`src/rtl/cpa_trace_sequencer.sv`:
```
// Campaign controller: LFSR plaintexts -> link send -> wait ciphertext -> record, with scope trigger.
// Optional CPA_TVLA_INTERLEAVE_EN: even traces send FIXED_PT (LFSR held), odd traces use the LFSR.
module cpa_trace_sequencer #(
    parameter int unsigned  N_TRACES   = 1000,
    parameter int unsigned  TIMEOUT    = 1000000,
    parameter int unsigned  GAP_CYCLES = 64,
    parameter int unsigned  TRIG_LEN   = 16,
    parameter logic [127:0] SEED       = 128'h0123456789abcdeffedcba9876543210,
    parameter logic [127:0] FIXED_PT   = 128'h0
) (
    input  logic         clk_i,
    input  logic         rst_i,
    input  logic         start_i,
    input  logic         abort_i,
    output logic [127:0] tx_data_o,
    output logic         cmd_send_o,
    input  logic [127:0] rx_data_i,
    input  logic         receive_ok_i,
    output logic         trig_o,
    output logic         rec_valid_o,
    output logic [127:0] pt_out_o,
    output logic [127:0] ct_out_o,
    output logic [15:0]  trace_cnt_o,
    output logic [15:0]  timeout_cnt_o,
    output logic         busy_o,
    output logic         done_o
);

    typedef enum logic [2:0] {
        S_IDLE, S_GEN, S_SEND, S_WAIT, S_LOG, S_GAP, S_DONE
    } state_e;

    localparam logic [127:0] SEED_EFF  = (SEED == 128'd0) ? 128'd1 : SEED;
    localparam logic [31:0]  GEN_LAST  = 32'd127;
    localparam logic [31:0]  TO_LAST   = 32'(TIMEOUT - 1);
    localparam logic [31:0]  GAP_LAST  = 32'(GAP_CYCLES - 1);
    localparam logic [31:0]  TRIG_LOAD = 32'(TRIG_LEN - 1);
    localparam logic [15:0]  N_LAST    = 16'(N_TRACES);

    function automatic logic [127:0] lfsr_step(input logic [127:0] l);
        return {l[126:0], l[127] ^ l[125] ^ l[100] ^ l[98]};
    endfunction

    state_e       state_q, state_d;
    logic [31:0]  timer_q, timer_d;
    logic [31:0]  trig_cnt_q, trig_cnt_d;
    logic [127:0] lfsr_q, lfsr_d, lfsr_nxt;
    logic [127:0] tx_q, tx_d;
    logic [127:0] pt_q, pt_d;
    logic [127:0] ct_q, ct_d;
    logic [15:0]  trace_q, trace_d;
    logic [15:0]  tocnt_q, tocnt_d;
    logic         busy, use_fixed, kill;

    always_ff @(posedge clk_i) begin
        if (!rst_i) begin
            state_q    <= S_IDLE;
            timer_q    <= '0;
            trig_cnt_q <= '0;
            lfsr_q     <= SEED_EFF;
            tx_q       <= '0;
            pt_q       <= '0;
            ct_q       <= '0;
            trace_q    <= '0;
            tocnt_q    <= '0;
        end else begin
            state_q    <= state_d;
            timer_q    <= timer_d;
            trig_cnt_q <= trig_cnt_d;
            lfsr_q     <= lfsr_d;
            tx_q       <= tx_d;
            pt_q       <= pt_d;
            ct_q       <= ct_d;
            trace_q    <= trace_d;
            tocnt_q    <= tocnt_d;
        end
    end

    always_comb begin
        state_d    = state_q;
        timer_d    = timer_q;
        trig_cnt_d = (trig_cnt_q != 32'd0) ? trig_cnt_q - 32'd1 : 32'd0;
        lfsr_d     = lfsr_q;
        tx_d       = tx_q;
        pt_d       = pt_q;
        ct_d       = ct_q;
        trace_d    = trace_q;
        tocnt_d    = tocnt_q;
        cmd_send_o = 1'b0;
        rec_valid_o = 1'b0;
        busy       = (state_q != S_IDLE) && (state_q != S_DONE);
        kill       = busy && abort_i;
`ifdef CPA_TVLA_INTERLEAVE_EN
        use_fixed  = ~trace_q[0];
`else
        use_fixed  = 1'b0;
`endif
        lfsr_nxt   = use_fixed ? lfsr_q : lfsr_step(lfsr_q);

        // abort outranks every other event, but counters and records are kept
        if (kill) begin
            state_d    = S_IDLE;
            trig_cnt_d = '0;
        end else begin
            case (state_q)
                S_IDLE, S_DONE: begin
                    if (start_i) begin
                        trace_d = '0;
                        tocnt_d = '0;
                        lfsr_d  = SEED_EFF;
                        timer_d = '0;
                        state_d = S_GEN;
                    end
                end
                S_GEN: begin
                    lfsr_d = lfsr_nxt;
                    if (timer_q == GEN_LAST) begin
                        tx_d    = use_fixed ? FIXED_PT : lfsr_nxt;
                        timer_d = '0;
                        state_d = S_SEND;
                    end else begin
                        timer_d = timer_q + 32'd1;
                    end
                end
                S_SEND: begin
                    cmd_send_o = 1'b1;
                    timer_d    = '0;
                    trig_cnt_d = TRIG_LOAD;
                    state_d    = S_WAIT;
                end
                S_WAIT: begin
                    if (receive_ok_i) begin
                        ct_d    = rx_data_i;
                        pt_d    = tx_q;
                        timer_d = '0;
                        state_d = S_LOG;
                    end else if (timer_q == TO_LAST) begin
                        tocnt_d = (tocnt_q == 16'hFFFF) ? tocnt_q : tocnt_q + 16'd1;
                        trace_d = trace_q + 16'd1;
                        timer_d = '0;
                        state_d = S_GAP;
                    end else begin
                        timer_d = timer_q + 32'd1;
                    end
                end
                S_LOG: begin
                    rec_valid_o = 1'b1;
                    trace_d     = trace_q + 16'd1;
                    timer_d     = '0;
                    state_d     = S_GAP;
                end
                S_GAP: begin
                    if (timer_q == GAP_LAST) begin
                        timer_d = '0;
                        state_d = (trace_q == N_LAST) ? S_DONE : S_GEN;
                    end else begin
                        timer_d = timer_q + 32'd1;
                    end
                end
                default: state_d = S_IDLE;
            endcase
        end
    end

    assign trig_o        = ((state_q == S_SEND) || (trig_cnt_q != 32'd0)) && !kill;
    assign tx_data_o     = tx_q;
    assign pt_out_o      = pt_q;
    assign ct_out_o      = ct_q;
    assign trace_cnt_o   = trace_q;
    assign timeout_cnt_o = tocnt_q;
    assign busy_o        = busy;
    assign done_o        = (state_q == S_DONE);

endmodule

```
`config.mk`:
```
export PLATFORM = sky130hd
export DESIGN_NAME = cpa_trace_sequencer
export DESIGN_NICKNAME = d
export VERILOG_FILES = /design/src/rtl/cpa_trace_sequencer.sv
export SDC_FILE = /design/constraint.sdc
export NUM_CORES = 1
export LEC_CHECK = 0
export CELL_PAD_IN_SITES_DETAIL_PLACEMENT = 2
export CELL_PAD_IN_SITES_GLOBAL_PLACEMENT = 2
export CORE_ASPECT_RATIO = 1.2
export CORE_MARGIN = 2
export CORE_UTILIZATION = 31
export DETAILED_ROUTE_END_ITERATION = 12
export PLACE_DENSITY = 0.85
export SLEW_MARGIN = 0
export SYNTH_ARGS = -nofsm -noshare
export SYNTH_HDL_FRONTEND = slang
export SYNTH_SLANG_ARGS = --single-unit
```
`constraint.sdc`:
```
create_clock -name clk_i -period 5.6 [get_ports clk_i]
set_input_delay 1.12 -clock clk_i [delete_from_list [all_inputs] [get_ports clk_i]]
set_output_delay 1.12 -clock clk_i [all_outputs]
set_load 0.02 [all_outputs]
```
==> summary.txt, run 1 <==
Run status
  – Outcome: finished, final reports clean

Cells and area
  – Area grow syn2layout: 36.6%
  – Fillers: 8257
  – Fin nets: 3400
  – Share of cells above drive strength 1: 4.74%
  – Final core utilization: 42.7%

CTS
  – CTS root buffer: clkbuf_16
  – CTS tree: built
  – CTS clock-pin slew for the worst setup and hold paths: 0.06 ns
  – Num CTS Buffers: 69
  – Cts hold-fix bufs: 0
  – Worst-case clock buffer depth: 3
  – Skew-Pair Late Insertion Delay: 0.61 ns
  – H-tree Lvls: 3
  – Total clock sinks: 611
  – CTS resizes: 0
  – Post-CTS Setup Bufs: 0

Die
  – Die Width: 257 um
  – Die area: 79100 um^2
  – Row cnt: 111
  – Core ar.: 76200 um^2
  – Initial Util: 31.3%
  – IO Pins: 554
  – Die Ht: 308 um

Yosys
  – Synth Register Bits: 611
  – Synth Area in XOR/XNOR: 1.47%
  – Mux contribution to synthesized area: 0.210%
  – Yosys top cell by area: dfxtp_1
  – Synthesized Nets: 2963
  – Main combinational cell family by area after synthesis: simple AND/OR/NAND/NOR gates
  – Seq/Total Area, Yosys: 51.3%
  – Post-synth EDFFs: 0
  – Cell count after synthesis: 2824
  – Synth area leaders: dfxtp_1, nand2_1, a21boi_0, a21boi_1, clkbuf_1
  – Post-synthesis adder-cell area fraction: 0.357%
  – Share of the synthesized area in the top cell type: 51.3%
  – Post-Syn Area: 23800 um^2
  – Post-synth ARST share: 0%
  – Cell with the most instances after synthesis: nand2_1
  – Yosys warnings: 0
  – Most used flip-flop cell after synthesis: dfxtp_1
  – Synth top cells by count: nand2_1, dfxtp_1, a21boi_0
  – Synth Area per Inst: 8.44 um^2
  – Distinct cells, synth: 70
  – Post-Synth Simple-Gate Area: 23.2%
  – Post-synthesis compound-gate area fraction: 19.7%

Power and ir drop
  – Leak Pwr: 10.6 nW
  – Power per Cell Area: 342 nW/um^2
  – Peak VDD IR: 0.226 mV

Setup path
  – Startpoint class of the critical path: register
  – Worst path max stage delay: 0.67 ns
  – Critical path arrival: 3.39 ns
  – Worst-path cell chain: or4_1 -> nor4b_2 -> nand2_1 -> a21o_1 -> clkdlybuf4s50_1
  – CP required: 4.48 ns
  – Slowest cell on crit path: or4_1
  – Worst-path fanout max: 7
  – Worst setup EP type: output pin
  – Crit Path Class: reg -> out

Placed design
  – Port bufs: 553
  – Pre-CTS setup slack: 1.30 ns
  – DP HPWL: 60200 um
  – RePlAce Congestion: 0.823

Drt
  – Vias per cell: 5.10
  – DRC: 0
  – Vias: 22100
  – Antenna Violating Nets Remaining: 0
  – Drt total wl: 90600 um
  – DR iter-0 viols: 958
  – Pre-Repair DR Iteration Count: 4
  – Post-DR wirelength/cell: 20.9 um

STA
  – Min Hold Slack: 0.459 ns
  – Worst rel slew slack: 21.8%
  – Post-route setup slack: 1.09 ns
  – Fin Setup TNS: 0 ns
  – Slew @ Worst Pin: 1.16 ns
  – Final hold vios: 0
  – Final Critical Period: 4.51 ns
  – Fin. max-slew vios: 0
  – Fin Clk Skew: 0.0246 ns
  – F_max: 0.222 GHz
  – Setup Viol. Count Final: 0
  – Final worst path period share: 80.6%
  – RSZ-0062 raised after global routing: no

Global route
  – First-pass GRT wire length: 141000 um
  – Largest net degree at the start of global routing: 145
  – All-Layer GR Usage: 22.2%
  – Antenna violations before repair: 2
  – Overflow after GRT: 0
  – Number of global-route vias before repair: 24300

Hold path
  – Path type of the worst min-delay path: reg -> reg

Run
  – Max-cap violations: 0
[cell type report]
cell class | instances | area (um^2) | share of cell area [%]
diodes | 2 | 5.00 | 0.0154
flip-flops and latches | 611 | 12200 | 37.6
inverters | 19 | 71.3 | 0.219
multi-input cells | 1986 | 10800 | 33.1
clock buffers | 96 | 1970 | 6.05
repair buffers | 574 | 5790 | 17.8
well taps | 1017 | 1270 | 3.91
clock inverters | 29 | 429 | 1.32
[worst max-delay path: cells and delay by family (launching register included)]
kind | cells | cell delay, ns
flip-flops | 1 | 0.35
AO/OA/AOI/OAI | 1 | 0.26
AND/OR/NAND/NOR | 3 | 1.62
buffers and inverters | 1 | 0.55
[layer usage]
| layer | wire [um] | GRT usage [%] |
|---|---|---|
| met1 | 35600 | 24.2 |
| met2 | 47200 | 41.6 |
| met3 | 4490 | 4.70 |
| met4 | 3370 | 8.52 |
| met5 | 0 | 0 |
[placed cells by master (no fill, tap or decap), drive strengths merged, types with 4 or more instances in the layout]
cell           synthesis  routed
o211ai                11      11
nor3                  80      80
bufinv                 0       8
dfxtp                611     611
o2111ai                6       6
a21oi                 32      32
o22ai                  4       4
ha                     6       6
nand4                 13      13
clkbuf               173      96
mux2i                  5       5
nand2                831     831
a32oi                  9       9
buf                   35      22
a22oi                 64      64
xor2                  20      20
clkinv                 0      12
nand3b                10      10
nand3                 37      37
and3                  12      12
nor2                 133     133
xnor2                 20      20
a21boi               388     388
o31ai                 10      10
nand2b                 6       6
clkdlybuf4s50          0     552
a31oi                 22      22
o21ai                 92      92
nor2b                 70      70
and2                  12      12
inv                   19      26
or3                   13      13
and4                   4       4
or4                   22      22
nor4                  18      18
[per-stage QoR]
step / total power [mW] / instance area [um^2] / cells
4_1_cts: 11.3 / 32500 / 4332
3_5_place_dp: 6.39 / 30100 / 4207
6_report: 11.1 / 32600 / 4334
3_3_place_gp: 6.27 / 30100 / 4207
5_1_grt: 11.7 / 32600 / 4334
2_1_floorplan: 5.84 / 23800 / 2824
[where the power goes]
group	internal, mW	switching [mW]
logic	0.588	1.02
clock network	2.86	1.97
registers	4.53	0.179
[flip-flops by register name, indices dropped and copies added, names as in the netlist]
register,cells
state_q,3
trace_cnt_o,16
trig_cnt_q,32
pt_out_o,128
ct_out_o,128
timeout_cnt_o,16
lfsr_q,128
tx_data_o,128
timer_q,32
[cells by family (layout without fill, tap and decap cells)]
| kind of cell | Yosys count | count (layout) |
|---|---|---|
| other | 0 | 2 |
| buffers and inverters | 227 | 718 |
| flip-flops | 611 | 611 |
| adder cells (fa/ha/maj) | 7 | 7 |
| XOR/XNOR | 40 | 40 |
| AND/OR/NAND/NOR | 1274 | 1274 |
| AO/OA/AOI/OAI | 660 | 660 |
| multiplexers | 5 | 5 |
[path summary, 6_finish.rpt]
check / start / endpoint / slack, ns / cells after the start
setup reg to reg: state_q[1] / tx_data_o[37] / 2.03 / 6
hold / removal: pt_out_o[106] / pt_out_o[106] / 0.46 / 2
hold reg to reg: pt_out_o[106] / pt_out_o[106] / 0.46 / 2
setup / recovery: trig_cnt_q[7] / trig_o / 1.09 / 5
Note: power is estimated with default switching activity, not from simulation.
==> run 2: changes to the inputs <==
- CORE_UTILIZATION: 31 -> 26
- PLACE_DENSITY: 0.85 -> 0.76
- clock period: 5.6 -> 3.95 ns (I/O delays scaled with it)
==> run 2 against run 1 <==
  * Clock power increased by 39%
  * Combinational power increased by 43%
  * Largest cell class unchanged
  * Critical path type unchanged
  * Critical path depth increased by 1
  * Core utilization fell by 6.5 points
  * Highest routed layer unchanged
  * Sequential share of layout area is 0.37 points lower
  * Worst setup slack got worse by 0.80 ns
==> summary.txt, run 2 (same netlist as run 1, synthesis figures left out) <==
Hold path
  – Path type of the worst min-delay path: reg -> reg (unchanged)

Power and ir drop
  – Final Power: 15.6 mW (was 11.1 mW)
  – Sw Ratio: 28.2% (was 28.4%)
  – Switch Pwr: 4.40 mW (was 3.16 mW)
  – Power per Cell Area: 476 nW/um^2 (was 342 nW/um^2)
  – Internal: 11.2 mW (was 7.97 mW)
  – Leak Pwr: 10.7 nW (was 10.6 nW)
  – Peak VDD IR: 0.297 mV (was 0.226 mV)
  – Gate power share: 14.6% (was 14.4%)
  – Clock Power Share: 42.8% (was 43.4%)
  – Sequential group share of total power: 42.5% (was 42.3%)

Setup path
  – Critical path arrival: 2.87 ns (was 3.39 ns)
  – CP required: 3.16 ns (was 4.48 ns)
  – Worst setup EP type: output pin (unchanged)
  – Startpoint class of the critical path: register (unchanged)
  – Worst-path fanout max: 6 (was 7)
  – Crit Path Class: reg -> out (unchanged)

CTS
  – Total clock sinks: 611 (unchanged)
  – CTS root buffer: clkbuf_16 (unchanged)
  – Skew-Pair Late Insertion Delay: 0.63 ns (was 0.61 ns)
  – Worst-case clock buffer depth: 3 (unchanged)
  – CTS tree: built (unchanged)
  – H-tree Lvls: 3 (unchanged)
  – CTS clock-pin slew for the worst setup and hold paths: 0.06 ns (about the same)
  – Num CTS Buffers: 71 (was 69)

Drt
  – DRC: 0 (unchanged)
  – Drt total wl: 86800 um (was 90600 um)
  – Vias per cell: 4.85 (was 5.10)
  – Post-DR wirelength/cell: 19.3 um (was 20.9 um)
  – Antenna Violating Nets Remaining: 0 (unchanged)
  – Vias: 21800 (was 22100)
  – DR iter-0 viols: 937 (was 958)
  – Pre-Repair DR Iteration Count: 4 (unchanged)

STA
  – Final Critical Period: 3.66 ns
  – F_max: 0.273 GHz
  – Final hold vios: 0 (unchanged)
  – Fin Setup TNS: 0 ns (unchanged)
  – Fin. max-slew vios: 0 (unchanged)
  – Post-route setup slack: 0.294 ns (was 1.09 ns)
  – Setup Viol. Count Final: 0 (unchanged)
  – Fin Clk Skew: 0.0177 ns (was 0.0246 ns)
  – Worst rel slew slack: 22.8% (was 21.8%)
  – RSZ-0062 raised after global routing: no (unchanged)
  – Final worst path period share: 92.6%
  – Slew @ Worst Pin: 1.15 ns (was 1.16 ns)
  – Min Hold Slack: 0.451 ns (was 0.459 ns)

Placed design
  – RePlAce Congestion: 0.768 (was 0.823)
  – Pre-CTS setup slack: 0.501 ns (was 1.30 ns)
  – Post-DP Area: 30500 um^2 (was 30100 um^2)
  – DP HPWL: 57900 um (was 60200 um)
  – Port bufs: 553 (unchanged)

Die
  – Die Width: 280 um (was 257 um)
  – Initial Util: 26.2% (was 31.3%)
  – IO Pins: 554 (unchanged)
  – Die area: 94100 um^2 (was 79100 um^2)
  – Row cnt: 121 (was 111)
  – Core ar.: 90800 um^2 (was 76200 um^2)
  – Die Ht: 336 um (was 308 um)

Global route
  – First-pass GRT wire length: 134000 um (was 141000 um)
  – Number of global-route vias before repair: 22900 (was 24300)
  – Overflow after GRT: 0 (unchanged)
  – All-Layer GR Usage: 17.8% (was 22.2%)
  – Largest net degree at the start of global routing: 185 (was 145)
  – Antenna violations before repair: 2 (unchanged)

Cells and area
  – Area grow syn2layout: 38.0% (was 36.6%)
  – Share of cells above drive strength 1: 4.95% (was 4.74%)
  – Design area: 32900 um^2 (was 32600 um^2)
  – Fin nets: 3417 (was 3400)
  – Most frequent cells in the layout: nand2_1, dfxtp_1, clkdlybuf4s50_1 (unchanged)
  – Most common cell after layout, fill and taps aside: nand2_1 (unchanged)
  – Fillers: 10100 (was 8257)

Run status
  – Outcome: finished, final reports clean (unchanged)

Run
  – Max-cap violations: 0 (unchanged)
-- run 2: changes by cell type in the layout (fill, tap and decap cells not counted), sizes merged --
| cell | change |
|---|---|
| buf | +15 |
| bufinv | -4 |
| clkbuf | +9 |
| clkdlybuf4s50 | -1 |
| clkinv | -2 |
| clkinvlp | +1 |
| dlygate4sd2 | +1 |
| inv | -4 |
-- run 2: cell type report --
class	instances	area (um^2)	area share, %
clock inverters	20	264	0.803
flip-flops and latches	611	12200	37.2
multi-input cells	1986	10800	32.8
well taps	1168	1460	4.45
repair buffers	589	5970	18.2
inverters	19	71.3	0.217
clock buffers	105	2080	6.32
diodes	2	5.00	0.0152
-- run 2: power by group through the flow --
| stage | combinational, mW | sequential, mW | clock, mW |
|---|---|---|---|
| 3_5_place_dp | 2.30 | 6.78 | 0 |
| 2_1_floorplan | 1.56 | 6.72 | 0 |
| 5_1_grt | 2.56 | 6.69 | 7.22 |
| 6_report | 2.29 | 6.65 | 6.69 |
| 3_3_place_gp | 2.26 | 6.77 | 0 |
| 4_1_cts | 2.35 | 6.65 | 6.98 |
-- run 2: repair_timing --
action                                  in CTS  in global routing
buffers inserted                             0                  0
hold buffers                                 0                  0
resized for setup                            2                  0
endpoints found under the setup margin       1                  0
endpoints found under the hold margin        0                  0
-- run 2: routing by layer --
layer | vias to the layer above | part of all wire [%] | global-route usage [%]
li1 | 10400 | - | -
met2 | 462 | 50 | 32.2
met1 | 10800 | 41 | 20.2
met3 | 120 | 6.4 | 4.44
met4 | 0 | 2.7 | 6.10
met5 | - | 0 | 0
-- run 2: stage by stage --
| step | util, % | instances |
|---|---|---|
| floorplan | - | 2824 |
| global placement | 33.6 | 4373 |
| detailed placement | 33.6 | 4373 |
| CTS | 36.2 | 4498 |
| global route | 36.2 | 4500 |
| finish | 36.2 | 4500 |
-- run 2: worst max-delay path: stages (launching register included) --
cell and delay (ns):
dfxtp_1 0.34, or4_1 0.60, or4_1 0.45, nor2_1 0.15, nand2_1 0.15, a21o_1 0.23
dlygate4sd2_1 0.32
-- run 2: path summary, 6_finish.rpt --
| check | to | depth (start not counted) | slack (ns) | start |
|---|---|---|---|---|
| min reg2reg | pt_out_o[95] | 2 | 0.45 | pt_out_o[95] |
| min | pt_out_o[95] | 2 | 0.45 | pt_out_o[95] |
| max | trig_o | 6 | 0.29 | trig_cnt_q[25] |
| max reg2reg | timeout_cnt_o[9] | 7 | 0.80 | timer_q[0] |
==> run 3: changes to the inputs <==
- CAP_MARGIN: unset -> 15
- CORE_UTILIZATION: 26 -> 29
- PLACE_DENSITY: 0.76 -> 0.8
- clock period: 3.95 -> 3.53 ns (I/O delays scaled with it)
==> run 3 against run 2 <==
  * Clock skew increased by 0.0091 ns
  * Non-clock buffer count grew 4
  * Register-to-register slack got worse by 0.38 ns
  * Wire length rose by 2.8%
  * Design area is 0.40% lower
  * First-iteration DRC count up 2.3%
  * Global-route usage rose by 2.8 points
  * Final cell count down 2.5%
  * Via count increased by 0.84%
==> summary.txt, run 3 (same netlist as run 1, synthesis figures left out) <==
STA
  – Fin. max-slew vios: 0 (unchanged)
  – Fin Clk Skew: 0.0268 ns (was 0.0177 ns)
  – Worst rel slew slack: 29.7% (was 22.8%)
  – RSZ-0062 raised after global routing: no (unchanged)
  – Setup Viol. Count Final: 0 (unchanged)
  – Slew @ Worst Pin: 1.05 ns (was 1.15 ns)
  – Final worst path period share: 95.2%
  – F_max: 0.298 GHz
  – Fin Setup TNS: 0 ns (unchanged)
  – Final hold vios: 0 (unchanged)
  – Final Critical Period: 3.36 ns
  – Post-route setup slack: 0.171 ns (was 0.294 ns)

CTS
  – Worst-case clock buffer depth: 3 (unchanged)
  – Post-CTS Setup Bufs: 0 (unchanged)
  – CTS root buffer: clkbuf_16 (unchanged)
  – Cts hold-fix bufs: 0 (unchanged)
  – CTS clock-pin slew for the worst setup and hold paths: 0.06 ns (about the same)
  – Skew-Pair Late Insertion Delay: 0.62 ns (was 0.63 ns)
  – CTS tree: built (unchanged)
  – H-tree Lvls: 3 (unchanged)
  – Num CTS Buffers: 69 (was 71)
  – Total clock sinks: 611 (unchanged)

Placed design
  – Pre-CTS setup slack: 0.298 ns (was 0.501 ns)
  – Placed insts: 4262 (was 4373)
  – RePlAce Congestion: 0.793 (was 0.768)
  – Port bufs: 553 (unchanged)
  – DP HPWL: 60300 um (was 57900 um)

Die
  – Initial Util: 29.2% (was 26.2%)
  – Die Width: 266 um (was 280 um)
  – Die area: 84500 um^2 (was 94100 um^2)
  – Core ar.: 81700 um^2 (was 90800 um^2)
  – Row cnt: 115 (was 121)
  – IO Pins: 554 (unchanged)
  – Die Ht: 318 um (was 336 um)

Cells and area
  – Fin nets: 3419 (was 3417)
  – Finished Layout Cells: 4389 (was 4500)
  – Most frequent cells in the layout: nand2_1, dfxtp_1, clkdlybuf4s50_1 (unchanged)
  – Area grow syn2layout: 37.4% (was 38.0%)
  – Most common cell after layout, fill and taps aside: nand2_1 (unchanged)
  – Share of cells above drive strength 1: 5.49% (was 4.95%)

Power and ir drop
  – Sw Ratio: 28.5% (was 28.2%)
  – Sequential group share of total power: 42.6% (was 42.5%)
  – Internal: 12.5 mW (was 11.2 mW)
  – Switch Pwr: 4.99 mW (was 4.40 mW)
  – Power per Cell Area: 535 nW/um^2 (was 476 nW/um^2)
  – Peak VDD IR: 0.301 mV (was 0.297 mV)
  – Gate power share: 16.0% (was 14.6%)
  – Clock Power Share: 41.4% (was 42.8%)
  – Leak Pwr: 10.7 nW (about the same)

Global route
  – Largest net degree at the start of global routing: 220 (was 185)
  – Antenna violations before repair: 3 (was 2)
  – All-Layer GR Usage: 20.6% (was 17.8%)
  – Number of global-route vias before repair: 24200 (was 22900)
  – Overflow after GRT: 0 (unchanged)
  – First-pass GRT wire length: 140000 um (was 134000 um)

Setup path
  – Startpoint class of the critical path: register (unchanged)
  – Critical path arrival: 2.65 ns (was 2.87 ns)
  – CP required: 2.82 ns (was 3.16 ns)
  – Crit Path Class: reg -> out (unchanged)
  – Worst setup EP type: output pin (unchanged)
  – Worst-path fanout max: 6 (unchanged)

Drt
  – Drt total wl: 89200 um (was 86800 um)
  – Vias: 22000 (was 21800)
  – Post-DR wirelength/cell: 20.3 um (was 19.3 um)
  – Pre-Repair DR Iteration Count: 4 (unchanged)
  – Vias per cell: 5.01 (was 4.85)
  – DRC: 0 (unchanged)
  – DR iter-0 viols: 959 (was 937)
  – Antenna Violating Nets Remaining: 0 (unchanged)

Run
  – Max-cap violations: 0 (unchanged)

Run status
  – Outcome: finished, final reports clean (unchanged)

Hold path
  – Path type of the worst min-delay path: in -> reg (was reg -> reg)
==> run 3: worst paths after layout <==
path	cells past startpoint	slack [ns]	from	to
worst max-delay path	6	0.17	trig_cnt_q[25]	trig_o
worst min-delay path	2	0.42	rst_i	timeout_cnt_o[1]
worst max register to register	6	0.42	state_q[0]	tx_data_o[37]
worst min register to register	2	0.46	pt_out_o[100]	pt_out_o[100]
==> run 3: layout make-up <==
| type | count | area [um^2] |
|---|---|---|
| timing repair buffer | 593 | 6020 |
| tap | 1053 | 1320 |
| antenna | 2 | 5.00 |
| multi-input combinational | 1986 | 10800 |
| clock buffer | 102 | 2080 |
| inverter | 19 | 71.3 |
| fill | 8890 | 49000 |
| clock inverter | 23 | 195 |
| sequential | 611 | 12200 |
==> run 3: critical path: stages, from the launching register on <==
cell and delay, ns:
dfxtp_1 0.35, or4_4 0.58, or4_4 0.47, nor2_4 0.16, nand2_2 0.12, a21o_1 0.22
clkbuf_2 0.15
==> run 3: through the flow <==
stage	util (%)	power, mW	area, um^2	hold slack (ns)
after floorplan	-	9.27	23800	0.436
after detailed placement	37.2	10.3	30400	0.451
final	40.1	17.5	32700	0.421
after CTS	40.1	17.8	32700	0.366
after global placement	37.2	10.1	30400	0.441
after global routing	40.1	18.4	32700	0.402
==> run 3: what timing repair did <==
action / 4_1_cts / 5_1_grt
hold endpoints to repair: 0 / 0
gates resized for setup: 9 / 2
endpoints found under the setup margin: 1 / 3
pin swaps: 1 / 0
==> run 3: metal layers <==
metal	global-route usage, %	share of wire (%)	vias to the layer above
li1	-	-	10400
met1	22.3	39	10900
met2	38.6	52	511
met3	5.27	6.0	149
met4	7.05	3.1	2
met5	0	0.018	-
==> run 3: power groups by stage <==
| stage | Clock, mW | Combinational [mW] | Sequential, mW |
|---|---|---|---|
| after floorplan | 0 | 1.75 | 7.52 |
| after global placement | 0 | 2.50 | 7.55 |
| after detailed placement | 0 | 2.66 | 7.59 |
| after CTS | 7.53 | 2.81 | 7.45 |
| after global routing | 7.81 | 3.09 | 7.50 |
| final | 7.25 | 2.80 | 7.45 |
